--- config.mk ---
export PLATFORM = sky130hd
export DESIGN_NAME = gr_heep_obi_slave_cut
export DESIGN_NICKNAME = d
export VERILOG_FILES = /design/src/rtl/gr_heep_obi_slave_cut.sv
export SDC_FILE = /design/constraint.sdc
export NUM_CORES = 1
export LEC_CHECK = 0
export CORE_AREA = 2 2 127 129
export DETAILED_ROUTE_END_ITERATION = 12
export DIE_AREA = 0 0 129 131
export PLACE_DENSITY = 0.84
export SETUP_SLACK_MARGIN = 0.5
export SKIP_CTS_REPAIR_TIMING = 1
export SYNTH_ARGS = -nofsm -noshare
export SYNTH_HDL_FRONTEND = slang
export SYNTH_SLANG_ARGS = --single-unit
--- constraint.sdc ---
create_clock -name clk_i -period 7.94 [get_ports clk_i]
set_input_delay 1.985 -clock clk_i [delete_from_list [all_inputs] [get_ports clk_i]]
set_output_delay 1.985 -clock clk_i [all_outputs]
set_load 0.05 [all_outputs]
--- src/rtl/gr_heep_obi_slave_cut.sv ---
`default_nettype none
// ============================================================================
// Module   : obi_pkg / gr_heep_obi_slave_cut
// Brief    : Registered OBI cut for one crossbar slave port. A small request
//            FIFO breaks req->gnt, a response register breaks rvalid/rdata,
//            the outstanding count is capped and spurious peripheral
//            responses raise a sticky error.
// Revision : 1.0 - initial release
// ============================================================================

package obi_pkg;

  typedef struct packed {
    logic        req;
    logic        we;
    logic [3:0]  be;
    logic [31:0] addr;
    logic [31:0] wdata;
  } obi_req_t;

  typedef struct packed {
    logic        gnt;
    logic        rvalid;
    logic [31:0] rdata;
  } obi_resp_t;

endpackage

module gr_heep_obi_slave_cut #(
  parameter int REQ_DEPTH       = 2,
  parameter int MAX_OUTSTANDING = 4,
  localparam int CntWidth       = $clog2(MAX_OUTSTANDING + 1)
) (
  input  logic                 clk_i,
  input  logic                 rst_i,
  input  obi_pkg::obi_req_t    xbar_req_i,
  output obi_pkg::obi_resp_t   xbar_resp_o,
  output obi_pkg::obi_req_t    periph_req_o,
  input  obi_pkg::obi_resp_t   periph_resp_i,
  output logic [CntWidth-1:0]  outstanding_o,
  output logic                 busy_o,
  output logic                 err_o
);

  localparam int PtrWidth  = (REQ_DEPTH > 1) ? $clog2(REQ_DEPTH) : 1;
  localparam int FillWidth = $clog2(REQ_DEPTH + 1);

  // Request payload as stored in the FIFO (the req bit itself is implied).
  typedef struct packed {
    logic        we;
    logic [3:0]  be;
    logic [31:0] addr;
    logic [31:0] wdata;
  } entry_t;

  entry_t                fifo_mem [REQ_DEPTH];
  logic [PtrWidth-1:0]   wr_ptr;
  logic [PtrWidth-1:0]   rd_ptr;
  logic [FillWidth-1:0]  fill;

  logic                  resp_valid;
  logic [31:0]           resp_rdata;
  logic [CntWidth-1:0]   cnt;
  logic                  err;

  logic                  fifo_full;
  logic                  fifo_empty;
  logic                  gnt;
  logic                  accept;
  logic                  pop;
  logic [CntWidth-1:0]   inflight;
  logic                  spurious;
  logic                  capture;
  entry_t                head;

  assign fifo_full  = (fill == FillWidth'(REQ_DEPTH));
  assign fifo_empty = (fill == '0);

  // Grant is a function of registered state only; rst_i masks it so that
  // nothing is granted while the block is being held in reset.
  assign gnt    = !rst_i && !fifo_full && (cnt < CntWidth'(MAX_OUTSTANDING));
  assign accept = xbar_req_i.req && gnt;
  assign pop    = !fifo_empty && periph_resp_i.gnt;

  // Transactions handed to the peripheral whose response has not come back.
  assign inflight = cnt - CntWidth'(fill) - CntWidth'(resp_valid);
  assign spurious = periph_resp_i.rvalid && (inflight == '0);
  assign capture  = periph_resp_i.rvalid && !spurious;

  assign head = fifo_mem[rd_ptr];

  // Downstream request: FIFO head, payload forced to zero when idle.
  always_comb begin
    periph_req_o       = '0;
    periph_req_o.req   = !fifo_empty;
    if (!fifo_empty) begin
      periph_req_o.we    = head.we;
      periph_req_o.be    = head.be;
      periph_req_o.addr  = head.addr;
      periph_req_o.wdata = head.wdata;
    end
  end

  // Upstream response: grant plus the registered response beat.
  always_comb begin
    xbar_resp_o        = '0;
    xbar_resp_o.gnt    = gnt;
    xbar_resp_o.rvalid = resp_valid;
    xbar_resp_o.rdata  = resp_rdata;
  end

  assign outstanding_o = cnt;
  assign busy_o        = (cnt != '0);
  assign err_o         = err;

  // FIFO storage write; contents need no reset since the output is gated.
  always_ff @(posedge clk_i) begin
    if (accept) begin
      fifo_mem[wr_ptr] <= '{we:    xbar_req_i.we,
                            be:    xbar_req_i.be,
                            addr:  xbar_req_i.addr,
                            wdata: xbar_req_i.wdata};
    end
  end

  // FIFO pointers and fill level.
  always_ff @(posedge clk_i) begin
    if (rst_i) begin
      wr_ptr <= '0;
      rd_ptr <= '0;
      fill   <= '0;
    end else begin
      if (accept) begin
        wr_ptr <= (wr_ptr == PtrWidth'(REQ_DEPTH - 1)) ? '0 : wr_ptr + 1'b1;
      end
      if (pop) begin
        rd_ptr <= (rd_ptr == PtrWidth'(REQ_DEPTH - 1)) ? '0 : rd_ptr + 1'b1;
      end
      if (accept && !pop) begin
        fill <= fill + 1'b1;
      end else if (!accept && pop) begin
        fill <= fill - 1'b1;
      end
    end
  end

  // Response register: one upstream beat per legitimate peripheral beat;
  // rdata keeps its last value between beats.
  always_ff @(posedge clk_i) begin
    if (rst_i) begin
      resp_valid <= 1'b0;
      resp_rdata <= '0;
    end else begin
      resp_valid <= capture;
      if (capture) begin
        resp_rdata <= periph_resp_i.rdata;
      end
    end
  end

  // Outstanding counter: up on accept, down on the upstream beat.
  always_ff @(posedge clk_i) begin
    if (rst_i) begin
      cnt <= '0;
    end else if (accept && !resp_valid) begin
      cnt <= cnt + 1'b1;
    end else if (!accept && resp_valid) begin
      cnt <= cnt - 1'b1;
    end
  end

  // Sticky error on a peripheral beat with nothing in flight.
  always_ff @(posedge clk_i) begin
    if (rst_i) begin
      err <= 1'b0;
    end else if (spurious) begin
      err <= 1'b1;
    end
  end

endmodule
`default_nettype wire

After elaboration in Yosys (flattened, before gate mapping)
Memory sizes are Yosys's and may differ from the RTL's. A register that Yosys moved wholly into a read port is not among the register bits.
Index checks and enable logic that the tools add are counted.
W data, S select, Z words.
- add/sub/neg operators: 8
- multipliers: 0
- divide/modulo/power cells: 0
- magnitude comparators: 1
- equal/unequal tests: 1
- shift-type cells: 0
- muxes and demuxes: 11
- bitwise logic cells: 0
- reductions and logical operators: 22
- operators by type and width (cell ; number):
    $mux W69 ; 1
    $logic_and A1 B1 Y1 ; 10
    $logic_not A1 Y1 ; 7
    $mux W1 ; 6
    $mux W3 ; 2
    $mux W2 ; 2
    $reduce_bool A2 Y1 ; 2
    $add A3 B1 Y3 const B ; 1
    $logic_not A3 Y1 ; 1
    $lt A3 B3 Y1 const B ; 1
    $reduce_bool A3 Y1 ; 1
    $sub A3 B1 Y3 ; 1
    $sub A3 B1 Y3 const B ; 1
    $sub A3 B2 Y3 ; 1
    $add A1 B1 Y1 const B ; 2
    $add A2 B1 Y2 const B ; 1
    $eq A2 B2 Y1 const B ; 1
    $logic_not A2 Y1 ; 1
    $sub A2 B1 Y2 const B ; 1
- register bits: 41
- bits in latches: 0
- bits in writable memories: 138
- memory bits (read-only): 0
- input port bits: 106
- output and inout bits: 109
- logic and storage cells: 51
- memories: 1
- memory list (name ; words ; width ; read ports ; clocked after memory_dff ; wr ports ; line ; RTL):
    fifo_mem ; 2 ; 69 ; 1 ; 1 ; 1 ; 56 ; entry_t fifo_mem [REQ_DEPTH];

Longest topological paths before layout
Gate-level depths: netlist (run 1).
- depth after elaboration: 9
- gate-level depth with buffers: 11
- gate-level depth less buffers: 9

Least setup slack after synthesis (run 1)
Ideal clock, no wire load.
- path type: in2out
- start point: in rst_i
- end point: out xbar_resp_o[33] in the netlist's numbering
- arrival: 2.616 ns
- required time: 5.955 ns
- path slack: 3.339 ns
- stages: 4
- path buffers: 2
- path through: clkbuf_1 > nor2_1 > and2_1 > buf_4
- word-level cells in the longest chain between the ends: 3
- ends and longest elaborated chain (what ; line ; RTL):
    start, declared ; 35 ; input logic rst_i,
    $logic_not A1 Y1 ; 81 ; assign gnt = !rst_i && !fifo_full && (cnt < CntWidth'(MAX_OUTSTANDING));
    $logic_and A1 B1 Y1 (2 in series) ; 81 ;
    end, declared ; 37 ; output obi_pkg::obi_resp_t xbar_resp_o,
Every way passes these cells.

==> results.yml, run 1 <==
synthesis:
  netlist_area_mm2: 0.00787
  yosysMostFrequentCell: "edfxtp_1"
  syn_avg_cell_area_um2: 13.6
  synth_common_cells: "edfxtp_1 (138), nor2_1 (79), mux2i_1 (70)"
  synth_top_area_share_pct: 52.6
  ys_ff_latch: 180
  synth_flop_cell: "edfxtp_1"
  synth_nets: 693
  synth_cell_types: 29
  synth.area.top_cells: "edfxtp_1 (53%), dfxtp_1 (11%), mux2i_1 (8.9%), o211ai_2 (4.6%), nor2_1 (3.8%)"
  syn_inst: 580
  synth_edf_count: 138
  synth-warning-count: 0
  synth_top_cell_by_area: "edfxtp_1"
  synth-async-reset-ratio_pct: 0
  seq_area_frac_synth_pct: 63.3
power:
  clockPowerShare_pct: 17.9
  seqPwrFrac_pct: 28.1
  power.density_mw_per_mm2: 418
  p_int_mw: 2.40
  finalPower_mw: 4.49
  p_leak_nw: 3.61
  max-vdd-ir-drop_mv: 0.318
  p_comb_share_pct: 54.0
  p_switching_mw: 2.10
  swShare_pct: 46.7
cts:
  cts_tree: "built"
  insertion_delay_ns: 0.42
  h-tree-depth: 4
  clk_pin_slew_ns: 0.06
  cts_buffer_depth: 2
  cts_buffers: 17
  root_buffer: "clkbuf_16"
  cts_sinks: 180
sta:
  max_freq_mhz: 174
  setup_ws_ns: 2.18
  worst_slew_pin_slew_ns: 1.13
  setup_viol: 0
  holdWs_ns: 0.530
  relSlewSlack_pct: 24.7
  finalCriticalPeriod_ns: 5.76
  rsz0062_at_grt: "false"
  finalSetupTns_ns: 0
  period_share_pct: 72.5
  drv_slew: 0
  finClkSkew_ns: 0.0139
  hold_violations: 0
placed_design:
  place_area_mm2: 0.0102
  hpwl_mm: 12.0
  gp_congestion: 0.766
  post-place-ws_ns: 2.23
  dp_cells: 970
  portBuffers: 214
route:
  detail_route.iter0.violations: 239
  drc: 0
  wire_per_inst_um: 18.6
  first_pass_iters: 5
  postRouteAntennaNets: 0
  vias: 5503
  viasPerCell: 5.50
  routed_wl_mm: 18.6
worst_hold_path:
  min_from: "err_o$_SDFFE_PP0P_"
  hold_path_end: "err_o$_SDFFE_PP0P_"
  hold_path_depth: 2
  hold_class: "flop to flop"
cells_and_area:
  drive_gt1_share_pct: 9.95
  fin_nets: 886
  finish.instance_area_mm2: 0.0107
  antenna_cells: 0
  instances_no_fill: 1000
  final_util_pct: 68.9
  fill_cells: 1071
  area_growth_pct: 36.5
worst_setup_path:
  rr_worst_depth: 9
  crit_type: "input port to primary output"
  end_kind: "primary output"
  path_max_fanout: 4
  rrSetupSlack_ns: 4.29
  cp.arrival_ns: 3.77
  cp-start-kind: "input port"
  path_common_cell: "clkdlybuf4s50_1"
  cp_slowest_cell: "clkdlybuf4s50_1"
  crit_chain: "clkdlybuf4s50_1, nor2_1, and2_1, clkdlybuf4s50_1"
  crit_required_ns: 5.96
  max_stage_delay_ns: 0.81
  r2r_start: "fill[0]$_SDFFE_PP0P_"
  r2r_end: "resp_rdata[1]$_SDFFE_PP0P_"
floorplan:
  start_util_pct: 50.5
  dieArea_mm2: 0.0169
  rows: 46
  core-area_mm2: 0.0156
  chipWidth_um: 129
  die_y_um: 131
  io_pins: 215
grt:
  grt_pass1_vias: 5664
  gr-total-overflow: 0
  grt_max_degree: 75
  antenna_found_initial: 0
  grt_pass1_wl_mm: 28.4
  grt_use_total_pct: 21.8
status:
  outcome: "finished clean"
flow_run:
  maxCapViolCount: 0
metal layers:
metal	wire, µm	track usage (%)
met5	0	0
met4	329	7.93
met3	1780	8.47
met2	9410	37.9
met1	7080	24.5
power groups by stage:
stage          clock [mW]  combinational (mW)  sequential, mW
2_1_floorplan           0                1.51            1.44
3_3_place_gp            0                2.37            1.27
3_5_place_dp            0                2.43            1.28
4_1_cts             0.820                2.44            1.26
5_1_grt             0.854                2.57            1.28
6_report            0.803                2.43            1.26
kinds of logic (layout without fill, tap and decap cells):
logic type | Yosys count | in the layout | share of synthesized area, %
buffers and inverters | 57 | 261 | 3.08
XOR/XNOR | 9 | 9 | 1.00
AO/OA/AOI/OAI | 73 | 73 | 9.15
multiplexers | 70 | 70 | 8.90
flip-flops | 180 | 180 | 63.3
AND/OR/NAND/NOR | 184 | 184 | 13.2
adder cells (fa/ha/maj) | 7 | 7 | 1.40
layout make-up:
type	instances	area, µm²	share of cell area [%]
sequential	180	4990	46.4
multi-input combinational	343	2700	25.1
inverter	9	33.8	0.314
clock inverter	12	131	1.22
tap	216	270	2.51
timing repair buffer	222	2200	20.4
clock buffer	18	429	3.99
sequential cells by signal (all words and copies together), names as in the netlist, named ones only:
name / flops
resp_valid: 1
wr_ptr: 1
fifo_mem: 138
rd_ptr: 1
resp_rdata: 32
err_o: 1
fill: 2
outstanding_o: 3
worst max-delay path, delay by kind of cell:
family	cells	cell delay, ns
buffers and inverters	2	1.32
AND/OR/NAND/NOR	2	0.47
cells in the final DEF, fill, tap and decap left out, types with 5 or more instances in the layout:
cell | Yosys | layout
nor2_1 | 79 | 77
or4_1 | 32 | 32
buf_4 | 2 | 8
xor2_1 | 7 | 5
o211ai_2 | 29 | 29
nand2b_1 | 33 | 33
mux2i_1 | 70 | 70
clkbuf_16 | 0 | 17
o22a_1 | 32 | 32
nand3b_1 | 32 | 32
dfxtp_1 | 42 | 41
clkdlybuf4s50_1 | 0 | 213
edfxtp_1 | 138 | 138
inv_1 | 9 | 8
how the worst max path moves through the flow:
stage | startpoint | to | slack (ns) | cells after the start
floorplan | rst_i | xbar_resp_o[33] | 3.34 | 4
global placement | rst_i | xbar_resp_o[33] | 2.26 | 4
detailed placement | rst_i | xbar_resp_o[33] | 2.23 | 4
CTS | rst_i | xbar_resp_o[33] | 2.20 | 4
global route | rst_i | xbar_resp_o[33] | 2.14 | 4
finish | rst_i | xbar_resp_o[33] | 2.18 | 4
No activity file was read; power rests on OpenSTA's default activity.
==> inputs of run 2 (changes only) <==
Settings changed: CORE_AREA 2 2 127 129 to 2 2 137 139, DIE_AREA 0 0 129 131 to 0 0 139 141, PLACE_DENSITY 0.84 to 0.76.
Clock period 7.94 ns to 4.7 ns, I/O delays scaled along.
==> run 2 against run 1 <==
  * Wire length decreased by 2.8%
  * Flip-flop and latch count unchanged
  * Critical path depth unchanged
==> results.yml, run 2 (synthesis results as in run 1) <==
status:
  outcome: "finished clean"
route:
  detail_route.iter0.violations: 298
  drc: 0
  postRouteAntennaNets: 0
  wire_per_inst_um: 17.7
  first_pass_iters: 6
  vias: 5470
  routed_wl_mm: 18.1
  viasPerCell: 5.36
worst_setup_path:
  path_max_fanout: 37
  path_buf_inv: 2
  crit_type: "flop to primary output"
  max_stage_delay_ns: 0.72
  rr_worst_depth: 8
  crit_required_ns: 3.52
  rrSetupSlack_ns: 1.28
  crit_chain: "buf_12, mux2i_1, nor2_1, clkdlybuf4s50_1"
  critical-path-top-delay-family: "buffers and inverters"
  end_kind: "primary output"
  r2r_start: "fill[0]$_SDFFE_PP0P_"
  cp-start-kind: "flop"
  cp_slowest_cell: "dfxtp_4"
  r2r_end: "resp_rdata[2]$_SDFFE_PP0P_"
  cp.arrival_ns: 2.63
cts:
  cts_tree: "built"
  cts_buffer_depth: 2
  root_buffer: "clkbuf_16"
  clk_pin_slew_ns: 0.07
  insertion_delay_ns: 0.43
  h-tree-depth: 4
  cts_buffers: 17
  cts_sinks: 180
floorplan:
  die_y_um: 141
  start_util_pct: 43.1
  dieArea_mm2: 0.0196
  rows: 50
  core-area_mm2: 0.0183
  io_pins: 215
  chipWidth_um: 139
power:
  power.density_mw_per_mm2: 703
  max-vdd-ir-drop_mv: 0.761
  p_leak_nw: 3.63
placed_design:
  portBuffers: 214
  hpwl_mm: 11.9
  gp_congestion: 0.802
worst_hold_path:
  min_from: "err_o$_SDFFE_PP0P_"
  hold_class: "flop to flop"
  hold_path_depth: 2
  hold_path_end: "err_o$_SDFFE_PP0P_"
cells_and_area:
  regArea_mm2: 0.00499
  final_util_pct: 59.3
  area_growth_pct: 37.6
  largest_reg_flops: 138
  multi_input_area_mm2: 0.00269
  fin_nets: 887
  layout_commonest_cell: "clkdlybuf4s50_1"
  fill_cells: 1421
  antenna_cells: 0
  final_cell_mix: "clkdlybuf4s50_1 (212), edfxtp_1 (138), nor2_1 (77)"
  regMostFlops: "fifo_mem"
  drive_gt1_share_pct: 10.5
sta:
  finalSetupTns_ns: 0
  rsz0062_at_grt: "false"
  max_freq_mhz: 263
  holdWs_ns: 0.509
  drv_slew: 0
  hold_violations: 0
  period_share_pct: 80.9
  worst_slew_pin_slew_ns: 1.13
  finalCriticalPeriod_ns: 3.80
  setup_viol: 0
  relSlewSlack_pct: 24.8
  finClkSkew_ns: 0.0131
grt:
  antenna_found_initial: 0
  grt_max_degree: 75
  grt_use_total_pct: 18.5
  grt_pass1_vias: 5552
  gr-total-overflow: 0
  grt_pass1_wl_mm: 28.6
flow_run:
  maxCapViolCount: 0
==> run 2: changes by cell type in the layout (fill, tap and decap cells not counted), moves of 3 or more <==
cell	previous run	this run
clkinv_8	0	3
buf_12	0	4
inv_6	2	5
clkinv_2	3	0
==> run 2: cell type report <==
class / instances / share of cell area, %
Clock buffer: 17 / 3.93
Sequential cell: 180 / 46.0
Inverter: 9 / 0.312
Clock inverter: 15 / 1.43
Timing Repair Buffer: 223 / 20.8
Multi-Input combinational cell: 343 / 24.8
Tap cell: 234 / 2.70
==> run 2: per-stage QoR <==
step                worst slack, ns  cell area, µm²  std cells  power, mW
floorplan                     0.927            7870        580       4.98
global placement               1.18           10300        989       6.23
detailed placement             1.15           10300        989       6.31
CTS                           0.820           10800       1021       7.70
global route                  0.768           10800       1021       8.00
finish                        0.897           10800       1021       7.61
==> run 2: worst register-to-register path: stages (launching register included) <==
cell,delay [ns]
dfxtp_1,0.49
inv_1,0.11
fa_1,0.56
inv_1,0.06
ha_1,0.16
or2_2,0.28
fa_1,0.51
nor2_4,0.89
o211ai_1,0.22
==> run 2: power breakdown <==
part	total [mW]	internal, mW	switching (mW)	leakage [nW]
Sequential	2.15	1.98	0.173	1.61
Clock	1.37	0.708	0.659	0.281
Combinational	4.10	1.31	2.78	1.74
Total	7.61	4.00	3.62	3.63
==> run 2: per-layer routing <==
metal	track usage, %	share of wire, %	wire (µm)	vias up
met3	6.93	8.3	1500	24
met4	6.11	1.7	301	0
met1	23.3	42	7590	2683
met2	29.7	48	8690	195
met5	0	0	0	-
li1	-	-	-	2568
==> run 2: worst max path at each step <==
stage / startpoint / end / slack (ns) / depth (start not counted)
3_5_place_dp: rst_i / outstanding_o[2]$_SDFFE_PP0P_ / 1.15 / 9
2_1_floorplan: rst_i / fifo_mem[1][0]$_DFFE_PP_ / 0.93 / 4
6_report: flop / periph_req_o[52] / 0.90 / 4
5_1_grt: flop / periph_req_o[33] / 0.77 / 4
4_1_cts: flop / periph_req_o[52] / 0.82 / 4
3_3_place_gp: rst_i / outstanding_o[2]$_SDFFE_PP0P_ / 1.18 / 9
==> inputs of run 3 (changes only) <==
Settings changed: CORE_AREA 2 2 137 139 to 2 2 132 134, DIE_AREA 0 0 139 141 to 0 0 134 136, PLACE_DENSITY 0.76 to 0.78.
Clock period 4.7 ns to 3.8 ns, I/O delays scaled along.
==> run 3 against run 2 <==
  * Critical endpoint is now periph_req_o[41]
  * Wire length is 4.7% higher
  * Highest routed layer is now met5
  * Critical path depth stayed put
  * First-iteration DRC count is 1.0% higher
  * Design area increased by 1.8%
  * Sequential share of layout area fell by 0.80 points
  * Flip-flop and latch count unchanged
  * Combinational power increased by 26%
  * Power increased by 25%
  * Final cell count hardly changed
  * Via count is 0.97% higher
  * Count of clock-buffer cells in the layout increased by 2
==> results.yml, run 3 (synthesis results as in run 1) <==
placed_design:
  hpwl_mm: 12.7
  portBuffers: 214
  post-place-ws_ns: 0.251
  gp_congestion: 0.817
route:
  drc: 0
  viasPerCell: 5.41
  wire_per_inst_um: 18.6
  first_pass_iters: 4
  routed_wl_mm: 18.9
  vias: 5523
  postRouteAntennaNets: 0
  detail_route.iter0.violations: 301
worst_setup_path:
  r2r_end: "resp_rdata[31]$_SDFFE_PP0P_"
  crit_type: "flop to primary output"
  path_max_fanout: 38
  rrSetupSlack_ns: 0.63
  crit_required_ns: 2.85
  end_kind: "primary output"
  cp.arrival_ns: 2.23
  rr_worst_depth: 9
  cp-start-kind: "flop"
  r2r_start: "fill[0]$_SDFFE_PP0P_"
cts:
  cts_buffers: 17
  root_buffer: "clkbuf_16"
  insertion_delay_ns: 0.42
  clk_pin_slew_ns: 0.07
  cts_sinks: 180
  cts_tree: "built"
  h-tree-depth: 4
  cts_buffer_depth: 2
cells_and_area:
  fill_cells: 1187
  area_growth_pct: 40.0
  drive_gt1_share_pct: 11.2
  largest_reg_flops: 138
  final_util_pct: 65.3
  layout_commonest_cell: "clkdlybuf4s50_1"
  multi_input_area_mm2: 0.00272
  regMostFlops: "fifo_mem"
  final_cell_mix: "clkdlybuf4s50_1 (157), edfxtp_1 (138), nor2_1 (77)"
  regArea_mm2: 0.00499
  fin_nets: 893
floorplan:
  die_y_um: 136
  start_util_pct: 46.7
  rows: 48
  io_pins: 215
  dieArea_mm2: 0.0182
  chipWidth_um: 134
  core-area_mm2: 0.0169
sta:
  rsz0062_at_grt: "false"
  finalCriticalPeriod_ns: 3.18
  finClkSkew_ns: 0.00626
  period_share_pct: 83.7
  worst_slew_pin_slew_ns: 1.01
  finalSetupTns_ns: 0
  setup_ws_ns: 0.621
  relSlewSlack_pct: 32.6
  max_freq_mhz: 315
  setup_viol: 0
  drv_slew: 0
  hold_violations: 0
worst_hold_path:
  min_from: "err_o$_SDFFE_PP0P_"
  hold_class: "flop to flop"
  hold_path_end: "err_o$_SDFFE_PP0P_"
  hold_path_depth: 2
grt:
  grt_pass1_vias: 5596
  grt_use_total_pct: 20.6
  grt_pass1_wl_mm: 28.9
  grt_max_degree: 75
  antenna_found_initial: 3
  gr-total-overflow: 0
power:
  p_comb_share_pct: 54.5
  p_leak_nw: 4.54
  power.density_mw_per_mm2: 863
  seqPwrFrac_pct: 27.8
  finalPower_mw: 9.52
  swShare_pct: 47.0
  p_switching_mw: 4.47
  p_int_mw: 5.05
  clockPowerShare_pct: 17.7
  max-vdd-ir-drop_mv: 0.610
status:
  outcome: "finished clean"
flow_run:
  maxCapViolCount: 0
run 3: cell types whose count changed in the layout (fill, tap and decap cells not counted), sizes merged, moves of 2 or more:
cell | before | now
buf | 11 | 16
clkbuf | 17 | 19
clkdlybuf4s50 | 212 | 157
clkinv | 6 | 4
diode | 0 | 2
dlymetal6s2s | 0 | 55
run 3: final cells by class:
type	count	area share, %
sequential	180	45.3
tap	225	2.55
timing repair buffer	228	22.0
antenna	2	0.0454
clock buffer	19	3.93
inverter	9	0.306
clock inverter	13	1.26
multi-input combinational	344	24.6
run 3: critical path, cell delays in order (launching register included):
cell	delay [ns]
dfxtp_1	0.48
nor2_4	0.07
buf_4	0.26
nor2_1	0.16
clkdlybuf4s50_1	0.83
run 3: worst max path at each step:
| stage | from | endpoint | slack [ns] |
|---|---|---|---|
| after floorplan | rst_i | fifo_mem[0][0]$_DFFE_PP_ | 0.63 |
| after global placement | fill[0]$_SDFFE_PP0P_ | resp_rdata[5]$_SDFFE_PP0P_ | 0.36 |
| after detailed placement | fill[0]$_SDFFE_PP0P_ | resp_rdata[8]$_SDFFE_PP0P_ | 0.25 |
| after CTS | fill[0]$_SDFFE_PP0P_ | resp_rdata[19]$_SDFFE_PP0P_ | 0.26 |
| after global routing | fill[1]$_SDFFE_PP0P_ | periph_req_o[45] | 0.50 |
| final | fill[0]$_SDFFE_PP0P_ | periph_req_o[41] | 0.62 |
run 3: through the flow:
stage / instance area, µm² / instances / hold WS, ns
finish: 11000 / 1020 / 0.487
global route: 11000 / 1019 / 0.531
global placement: 10300 / 985 / 0.460
floorplan: 7880 / 580 / 0.472
CTS: 10900 / 1017 / 0.488
detailed placement: 10300 / 985 / 0.468
run 3: routing by layer:
metal / vias to the layer above / share of wire [%] / global-route usage, % / wire length (µm)
li1: 2580 / - / - / -
met1: 2670 / 41 / 25.8 / 7710
met2: 249 / 48 / 33.6 / 9000
met3: 22 / 10 / 7.57 / 1940
met4: 2 / 1.4 / 6.26 / 269
met5: - / 0.069 / 0 / 13
run 3: power by group through the flow:
stage,combinational [mW],sequential (mW),clock [mW]
detailed placement,5.15,2.68,0
global placement,5.06,2.67,0
global route,5.46,2.68,1.80
finish,5.18,2.65,1.69
CTS,5.16,2.64,1.72
floorplan,3.16,3.01,0
